<file path="src/rtl/rr_decoder_arbiter.sv">
// Round-robin arbiter for one shared 3:8-decoded resource with 8 requesters.
// Optional forced release after MAX_HOLD+1 grant cycles when ARB_TIMEOUT_EN is defined.
module rr_decoder_arbiter #(
  parameter int MAX_HOLD = 15,
  parameter int CW       = 4
) (
  input  logic       clk_i,
  input  logic       rst_ni,
  input  logic [7:0] req_i,
  input  logic       rel_i,
  output logic [2:0] gnt_idx_o,
  output logic       gnt_en_o,
  output logic [7:0] gnt_o,
  output logic       busy_o,
  output logic       tmo_o
);

  typedef enum logic {IDLE, BUSY} state_e;

  state_e     state_q;
  logic [2:0] ptr_q, gnt_idx_q;
  logic       gnt_en_q, tmo_q;

  logic [2:0] win, cand;
  logic       found, expire, owner_req, release_c;

  // First requester at or after ptr_q, wrapping through all 8 positions.
  always_comb begin
    win   = ptr_q;
    cand  = ptr_q;
    found = 1'b0;
    for (int i = 0; i < 8; i++) begin
      cand = ptr_q + 3'(i);
      if (!found && req_i[cand]) begin
        win   = cand;
        found = 1'b1;
      end
    end
  end

  assign owner_req = req_i[gnt_idx_q];
  assign release_c = rel_i || !owner_req || expire;

`ifdef ARB_TIMEOUT_EN
  logic [CW-1:0] hold_q;
  assign expire = (hold_q == CW'(MAX_HOLD));

  always_ff @(posedge clk_i or negedge rst_ni) begin
    if (!rst_ni) begin
      hold_q <= '0;
    end else if (state_q == IDLE) begin
      if (found) hold_q <= '0;
    end else begin
      hold_q <= hold_q + 1'b1;
    end
  end
`else
  logic unused_cfg;
  assign unused_cfg = ^{CW'(MAX_HOLD)};
  assign expire     = 1'b0;
`endif

  always_ff @(posedge clk_i or negedge rst_ni) begin
    if (!rst_ni) begin
      state_q   <= IDLE;
      ptr_q     <= 3'd0;
      gnt_idx_q <= 3'd0;
      gnt_en_q  <= 1'b0;
      tmo_q     <= 1'b0;
    end else begin
      tmo_q <= 1'b0;
      case (state_q)
        IDLE: begin
          if (found) begin
            state_q   <= BUSY;
            gnt_idx_q <= win;
            gnt_en_q  <= 1'b1;
          end
        end
        BUSY: begin
          if (release_c) begin
            state_q  <= IDLE;
            gnt_en_q <= 1'b0;
            ptr_q    <= gnt_idx_q + 3'd1;
            // A voluntary release (rel or withdrawal) in the same cycle masks the timeout flag.
            tmo_q    <= expire && !rel_i && owner_req;
          end
        end
        default: state_q <= IDLE;
      endcase
    end
  end

  for (genvar g = 0; g < 8; g++) begin : g_dec
    assign gnt_o[g] = gnt_en_q && (gnt_idx_q == 3'(g));
  end

  assign gnt_idx_o = gnt_idx_q;
  assign gnt_en_o  = gnt_en_q;
  assign busy_o    = (state_q == BUSY);
  assign tmo_o     = tmo_q;

endmodule

</file>
<file path="config.mk">
export PLATFORM = sky130hd
export DESIGN_NAME = rr_decoder_arbiter
export DESIGN_NICKNAME = d
export VERILOG_FILES = /design/src/rtl/rr_decoder_arbiter.sv
export SDC_FILE = /design/constraint.sdc
export NUM_CORES = 1
export LEC_CHECK = 0
export BUFFER_PORTS_ARGS = -buffer_cell sky130_fd_sc_hd__buf_2
export CAP_MARGIN = 20
export CORE_MARGIN = 3
export CORE_UTILIZATION = 50
export DETAILED_ROUTE_END_ITERATION = 7
export PLACE_DENSITY_LB_ADDON = 0.15
export SYNTH_ARGS = -nofsm -noshare
export SYNTH_HDL_FRONTEND = slang
export SYNTH_SLANG_ARGS = --single-unit
</file>
<file path="constraint.sdc">
create_clock -name clk_i -period 3.7 [get_ports clk_i]
set_input_delay 0.37 -clock clk_i [delete_from_list [all_inputs] [get_ports clk_i]]
set_output_delay 0.37 -clock clk_i [all_outputs]
set_load 0.005 [all_outputs]
</file>
==> results of run 1 <==
-- registers in the layout, summed over array words and instances, names as in the netlist --
name       flops
busy_o         1
gnt_en_o       1
gnt_idx_o      3
ptr_q          3
-- cell families after synthesis --
| logic type | synth area share, % |
|---|---|
| AOI/OAI and AO/OA | 18.8 |
| xor gates and xnor gates | 1.74 |
| adders and majority gates | 6.64 |
| buffers and inverters | 5.64 |
| DFF | 13.3 |
| muxes | 38.2 |
| other | 0.249 |
| and+or+nand+nor | 15.4 |
-- final cells by class --
type	instances	area share (%)
clock buffers	3	1.36
inverters	7	1.58
repair buffers	27	8.91
multi-input cells	132	73.7
well taps	31	2.34
flip-flops and latches	8	12.1
-- worst reg2reg max path, stage by stage, from the launching register on --
cell and delay (ns):
dfrtp_1 0.37, inv_1 0.28, ha_1 0.27, xor2_1 0.34
mux4_2 0.67, nor4_4 0.32, nand2_2 0.13, a2111oi_2 0.34
a211oi_1 0.07
-- worst max-delay path by stage --
stage	to	slack, ns
floorplan	gnt_idx_o[1]	0.79
global placement	gnt_idx_o[1]	0.88
detailed placement	gnt_idx_o[1]	0.80
CTS	gnt_idx_o[1]	0.78
global route	gnt_idx_o[1]	0.54
finish	gnt_idx_o[1]	0.77
-- metal layers --
layer  global-route usage [%]  up-vias  wire, um
met5                        0        -         0
met4                     6.81        0        89
met3                     4.26       10       252
met2                     34.4       59      1690
met1                     32.4      680      1670
li1                         -      652         -
-- cells in the mapped netlist, drive strengths merged, types with 4 or more instances --
| cell | instances |
|---|---|
| a211oi | 4 |
| a21o | 4 |
| a21oi | 4 |
| buf | 5 |
| clkbuf | 5 |
| dfrtp | 8 |
| ha | 8 |
| inv | 7 |
| mux2 | 9 |
| mux2i | 11 |
| mux4 | 16 |
| nand2 | 12 |
| nor2 | 16 |
| nor2b | 4 |
| nor3 | 6 |
| o21ai | 7 |
-- power groups by stage --
stage	logic (mW)	registers [mW]	clock network (mW)
6_report	1.47	0.211	0.0659
2_1_floorplan	1.20	0.197	0
5_1_grt	1.61	0.226	0.0726
3_5_place_dp	1.46	0.213	0
4_1_cts	1.47	0.212	0.0671
3_3_place_gp	1.44	0.211	0
-- through the flow --
stage	instances	hold slack (ns)	utilization, %	setup WS, ns	cell area, um2
2_1_floorplan	157	0.0744	-	0.786	1510
3_3_place_gp	204	0.225	57.9	0.878	1630
3_5_place_dp	204	0.224	57.9	0.802	1630
4_1_cts	208	0.493	59.1	0.780	1660
5_1_grt	208	0.529	59.1	0.544	1660
6_report	208	0.508	59.1	0.771	1660
==> impl_metrics.json, run 1 <==
{
  "min_period_ns": 2.93,
  "power_density_nw_per_um2": 1050,
  "ctsResizeCount": 0,
  "die_h_um": 60.9,
  "grt_overflow": 0,
  "dpl.hpwl_um": 2920,
  "grtUsageTotal_pct": 22.5,
  "seq_area_um2": 200,
  "power_frac_seq_pct": 12.1,
  "synth_seq_cells": 8,
  "r2r_end": "gnt_idx_o[1]",
  "pwr-share-clk_pct": 3.8,
  "synthTopCellsByArea": "mux4_2, dfrtp_1, mux2i_1",
  "syn_to_final_growth_pct": 9.96,
  "path_class": "reg -> reg",
  "cts_tree": "done",
  "setup_tns_ns": 0,
  "synth_flop_cell": "dfrtp_1",
  "final_layout_size_suffix_gt1_share_pct": 32.8,
  "place.gp.congestion": 0.874,
  "h-tree-depth": 1,
  "antenna_left": 0,
  "async_flop_share_pct": 100,
  "max-vdd-ir-drop_uv": 490,
  "clk_pin_slew_ns": 0.05,
  "ys_seq_area_share_pct": 13.3,
  "switching_power_mw": 0.894,
  "syn_avg_cell_area_um2": 9.60,
  "startpoint_type": "register",
  "fin_nets": 198,
  "r2r_setup_slack_ns": 0.77,
  "p_comb_share_pct": 84.2,
  "start_util_pct": 53.7,
  "max_stage_delay_ns": 0.67,
  "fmax_ghz": 0.341,
  "syn-num-nets": 176,
  "p_sw_share_pct": 51.2,
  "crit_arrival_ns": 3.04,
  "critPathSlowestCell": "mux4_2",
  "yosysTopAreaCell": "mux4_2",
  "ff2ff_path_depth": 8,
  "cts_buffer_depth": 2,
  "maxSlewHeadroom_pct": 64.9,
  "num-fill-cells": 254,
  "die_w_um": 60.9,
  "drv_cap": 0,
  "grt_pass1_wl_um": 6200,
  "tightest_slew_ns": 0.522,
  "r2r_start": "ptr_q[1]",
  "synth_top_area_share_pct": 23.9,
  "grt_start_max_net_pins": 22,
  "hold_violations": 0,
  "finalSetupViolCount": 0,
  "crit_cells": 8,
  "diodes": 0,
  "postCtsHoldBufs": 1,
  "multi_input_area_um2": 1220,
  "routedWlPerCell_um": 17.8,
  "required_ns": 3.81,
  "io_pins": 25,
  "ys_types": 43,
  "root_buffer": "clkbuf_4",
  "fin_crit_sh_pct": 79.2,
  "postCtsSetupBuffers": 0,
  "mostFrequentLayoutCell": "buf_2",
  "syn_inst": 157,
  "synth_area_um2": 1510,
  "cts_buffers": 3,
  "rsz0062_at_grt": "false",
  "cts_sinks": 8,
  "num_rows": 19,
  "critPathLaunch": "ptr_q[1]",
  "io_buffers": 23,
  "path_cells": "inv_1, ha_1, xor2_1, mux4_2, nor4_4, nand2_2, a2111oi_2, a211oi_1",
  "critPathCaptureType": "register",
  "total_power_mw": 1.75,
  "critical-path-top-delay-family": "multiplexers",
  "yosys_warnings": 0,
  "drt-initial-drc-count": 84,
  "die_area_um2": 3710,
  "grt_pass1_vias": 1303,
  "first_pass_iters": 4,
  "intPower_mw": 0.852,
  "routed_wl_um": 3700,
  "leakagePower_nw": 0.706,
  "critical_path_buf_inv_count": 1,
  "vias": 1401,
  "final_cell_mix": "buf_2, nor2_1, mux4_2",
  "core_um2": 2810,
  "hp-class": "in -> async",
  "viasPerCell": 6.74,
  "drv_slew": 0,
  "drc": 0,
  "grt_antenna_before_repair": 0,
  "status": "complete, no violations",
  "cp_max_fo": 11,
  "skew_ns": 0.000980,
  "clk_latency_ns": 0.25,
  "synth-edff-count": 0
}
(Power assumes the default switching activity.)
==> inputs of run 2 (changes only) <==
Clock period 3.7 ns to 2.5 ns, I/O delays scaled along.
==> impl_metrics.json, run 2 (synthesized netlist as in run 1, its figures left out) <==
{
  "status": "complete, no violations",
  "critPathSlowestCell": "mux4_2",
  "leakagePower_nw": 0.803,
  "antenna_left": 0,
  "wl_met3_um": 310,
  "start_util_pct": 53.7,
  "skew_ns": 0.0109,
  "fin_crit_sh_pct": 97.7,
  "vias": 1515,
  "place.gp.congestion": 0.925,
  "num_rows": 19,
  "root_buffer": "clkbuf_4",
  "h-tree-depth": 1,
  "fin_nets": 212,
  "drv_slew": 0,
  "clk_latency_ns": 0.26,
  "grt_overflow": 0,
  "crit_arrival_ns": 2.60,
  "io_pins": 25,
  "cts_tree": "done",
  "max_stage_delay_ns": 0.56,
  "r2r_setup_slack_ns": 0.06,
  "diodes": 0,
  "die_w_um": 60.9,
  "mostFrequentLayoutCell": "buf_2",
  "fmax_ghz": 0.410,
  "seq_area_um2": 204,
  "critical-path-top-delay-family": "compound AO/OA/AOI/OAI gates",
  "core_um2": 2810,
  "power_density_nw_per_um2": 1690,
  "io_buffers": 23,
  "routed.top_layer": "met4",
  "max-vdd-ir-drop_uv": 1140,
  "finalSetupViolCount": 0,
  "path_cells": "buf_4, buf_4, mux4_2, nor4bb_1, a21oi_1, a21oi_1, a311oi_2, o41ai_2",
  "hold_violations": 0,
  "critical_path_buf_inv_count": 2,
  "drc": 0,
  "grt_pass1_wl_um": 7030,
  "die_area_um2": 3710,
  "syn_to_final_growth_pct": 24.1,
  "final_area_um2": 1870,
  "grt_antenna_before_repair": 0,
  "final_cell_mix": "buf_2, mux4_2, buf_4",
  "dpl_cell_area_um2": 1760,
  "first_pass_iters": 4,
  "maxSlewHeadroom_pct": 58.8,
  "cts_buffer_depth": 2,
  "viasPerCell": 6.82,
  "multi_input_area_um2": 1320,
  "routed_wl_um": 4490,
  "startpoint_type": "register",
  "grt_pass1_vias": 1408,
  "tightest_slew_ns": 0.614,
  "path_class": "reg -> reg",
  "post-route-util_pct": 66.7,
  "drt-initial-drc-count": 122,
  "cts_sinks": 8,
  "grtUsageTotal_pct": 25.5,
  "min_period_ns": 2.44,
  "final_layout_size_suffix_gt1_share_pct": 45.5,
  "hp-class": "in -> async",
  "cts_buffers": 3,
  "die_h_um": 60.9,
  "required_ns": 2.66,
  "grt_start_max_net_pins": 14,
  "dpl.hpwl_um": 3460,
  "num-fill-cells": 207,
  "cp_max_fo": 7,
  "drv_cap": 0,
  "rsz0062_at_grt": "true",
  "dp_slack_ns": -0.0287,
  "clk_pin_slew_ns": 0.06,
  "wl_met1_um": 1910,
  "routedWlPerCell_um": 20.2,
  "fin_ws_ns": 0.0583,
  "critPathCaptureType": "register",
  "wl_met2_um": 2200
}
-- run 2: cell count changes in the layout (fill, tap and decap cells not counted), sizes merged --
cell,previous run,this run
buf,26,40
-- run 2: final cells by class --
class | instances | area share [%]
clock buffer | 3 | 1.20
multi-input combinational | 132 | 70.4
timing repair buffer | 41 | 13.9
inverter | 7 | 1.54
sequential | 8 | 10.9
tap | 31 | 2.07
-- run 2: per-layer routing --
| metal | track usage, % | up-vias |
|---|---|---|
| met1 | 35.4 | 741 |
| met3 | 4.04 | 9 |
| li1 | - | 677 |
| met4 | 4.02 | 0 |
| met5 | 0 | - |
| met2 | 42.9 | 88 |
-- run 2: stage by stage --
stage | total power [mW] | cells | TNS [ns] | hold WS (ns)
after detailed placement | 2.83 | 215 | -0.0287 | 0.114
after global routing | 3.40 | 222 | -0.0854 | 0.378
final | 3.15 | 222 | 0 | 0.367
after floorplan | 2.20 | 157 | -0.0435 | -0.0456
after global placement | 2.76 | 215 | 0 | 0.112
after CTS | 2.97 | 219 | 0 | 0.362
-- run 2: what timing repair did --
action / 4_1_cts / 5_1_grt
endpoints found under the hold margin: 8 / 0
setup buffers: 0 / 3
setup endpoints to repair: 1 / 4
hold buffers: 1 / 0
pin swaps: 0 / 3
resized for setup: 3 / 11
-- run 2: path summary, 6_finish.rpt --
kind | from | end | depth (start not counted)
max in group asynchronous | rst_ni | ptr_q[0] | 2
min in group clk_i | rel_i | gnt_en_o | 3
min reg2reg | ptr_q[1] | ptr_q[1] | 1
max | ptr_q[0] | gnt_idx_o[2] | 8
max reg2reg | ptr_q[0] | gnt_idx_o[2] | 8
min | rst_ni | gnt_idx_o[0] | 2
-- run 2: worst register-to-register path, stage by stage, from the launching register on --
cell and delay [ns]:
dfrtp_2 0.42, buf_4 0.17, buf_4 0.17, mux4_2 0.56, nor4bb_1 0.30, a21oi_1 0.12
a21oi_1 0.21, a311oi_2 0.07, o41ai_2 0.32
-- run 2: power breakdown --
group	total (mW)	internal [mW]	switching, mW	leakage (nW)
Combinational	2.68	1.32	1.37	0.697
Sequential	0.365	0.204	0.162	0.0921
Clock	0.105	0.0553	0.0501	0.0138
==> inputs of run 3 (changes only) <==
Settings changed: CORE_MARGIN 3 to not set.
==> impl_metrics.json, run 3 (synthesized netlist as in run 1, its figures left out) <==
{
  "status": "finished with violations",
  "violations": "design-rule violations, negative setup slack",
  "vias": 1541,
  "routed_wl_um": 4550,
  "cp_max_fo": 8,
  "clk_pin_slew_ns": 0.06,
  "grt_pass1_wl_um": 7510,
  "die_area_um2": 3240,
  "path_class": "reg -> reg",
  "first_pass_iters": 6,
  "antenna_left": 0,
  "startpoint_type": "register",
  "cts_buffers": 3,
  "clk_latency_ns": 0.27,
  "grt_antenna_before_repair": 0,
  "r2r_end": "gnt_idx_o[2]",
  "maxSlewHeadroom_pct": 57.2,
  "io_pins": 25,
  "cts_tree": "done",
  "drt-initial-drc-count": 70,
  "drc": 5,
  "tightest_slew_ns": 0.642,
  "cts_sinks": 8,
  "fin_ws_ns": -0.0422,
  "drv_cap": 0,
  "hold_violations": 0,
  "hp-class": "in -> async",
  "routedWlPerCell_um": 19.7,
  "crit_arrival_ns": 2.67,
  "ff2ff_path_depth": 10,
  "core_um2": 2810,
  "dp_slack_ns": -0.0843,
  "dpl.hpwl_um": 3280,
  "skew_ns": 0.0109,
  "post-route-util_pct": 70.2,
  "final_cell_mix": "buf_2, buf_4, mux4_2",
  "h-tree-depth": 1,
  "fin_crit_sh_pct": 102,
  "viasPerCell": 6.67,
  "critPathCaptureType": "register",
  "cts_buffer_depth": 2,
  "r2r_start": "ptr_q[0]",
  "power_density_nw_per_um2": 1730,
  "drv_slew": 0,
  "leakagePower_nw": 0.855,
  "io_buffers": 23,
  "start_util_pct": 53.7,
  "die_h_um": 56.9,
  "fin_nets": 221,
  "r2r_setup_slack_ns": -0.04,
  "min_period_ns": 2.54,
  "diodes": 0,
  "finalSetupViolCount": 2,
  "required_ns": 2.62,
  "grtUsageTotal_pct": 30.0,
  "grt_pass1_vias": 1487,
  "rsz0062_at_grt": "true",
  "final_layout_size_suffix_gt1_share_pct": 47.0,
  "num_rows": 19,
  "setup_tns_ns": -0.0560,
  "syn_to_final_growth_pct": 30.6,
  "fmax_ghz": 0.393,
  "whs_ns": 0.360,
  "die_w_um": 56.9,
  "grt_start_max_net_pins": 14,
  "place.gp.congestion": 0.929,
  "max-vdd-ir-drop_uv": 967,
  "grt_overflow": 0,
  "root_buffer": "clkbuf_4"
}
## run 3: cell count changes in the layout (fill, tap and decap cells not counted), sizes merged
cell and delta:
buf +9
## run 3: final cells by class
class / count / area, um2
Sequential cell: 8 / 201
Tap cell: 31 / 38.8
Fill cell: 211 / 836
Timing Repair Buffer: 50 / 340
Inverter: 7 / 33.8
Multi-Input combinational cell: 132 / 1330
Clock buffer: 3 / 22.5
## run 3: critical path, cell delays in order (launching register included)
cell and delay (ns):
dfrtp_1 0.40, buf_12 0.16, inv_8 0.05, ha_4 0.17, xor2_4 0.16, mux4_2 0.61
buf_6 0.16, nor4_4 0.19, nand2_2 0.15, a2111oi_4 0.24, o41ai_2 0.11
## run 3: timing repair
action,4_1_cts,5_1_grt
setup endpoints to repair,1,5
resized for setup,4,11
hold buffers,1,0
endpoints found under the hold margin,8,0
setup buffers,10,4
pin swaps,5,2
## run 3: where the power goes
| part | switching, mW | total (mW) | internal (mW) | leakage [nW] |
|---|---|---|---|---|
| registers | 0.149 | 0.350 | 0.201 | 0.0942 |
| logic | 1.46 | 2.96 | 1.50 | 0.747 |
| clock network | 0.0486 | 0.104 | 0.0553 | 0.0138 |
| total | 1.66 | 3.42 | 1.76 | 0.855 |
## run 3: how the worst max path moves through the flow
stage	from	endpoint	slack [ns]	depth (start not counted)
2_1_floorplan	ptr_q[0]	gnt_idx_o[2]	-0.03	10
3_3_place_gp	ptr_q[0]	gnt_idx_o[2]	-0.04	9
3_5_place_dp	ptr_q[0]	gnt_idx_o[2]	-0.08	9
4_1_cts	ptr_q[0]	gnt_idx_o[2]	-0.03	10
5_1_grt	ptr_q[0]	gnt_idx_o[2]	-0.14	10
6_report	ptr_q[0]	gnt_idx_o[2]	-0.04	10
## run 3: per-stage QoR
step / instance area [um2] / total power [mW] / std cells
6_report: 1970 / 3.42 / 231
3_3_place_gp: 1750 / 2.76 / 213
2_1_floorplan: 1570 / 2.20 / 157
5_1_grt: 1970 / 3.65 / 231
3_5_place_dp: 1750 / 2.80 / 213
4_1_cts: 1890 / 3.13 / 227
## run 3: routing by layer
layer	track usage [%]	vias up	routed length [um]
met4	7.32	0	96
met2	48.2	78	2210
met5	0	-	0
met1	41.4	753	1890
li1	-	699	-
met3	6.45	11	355
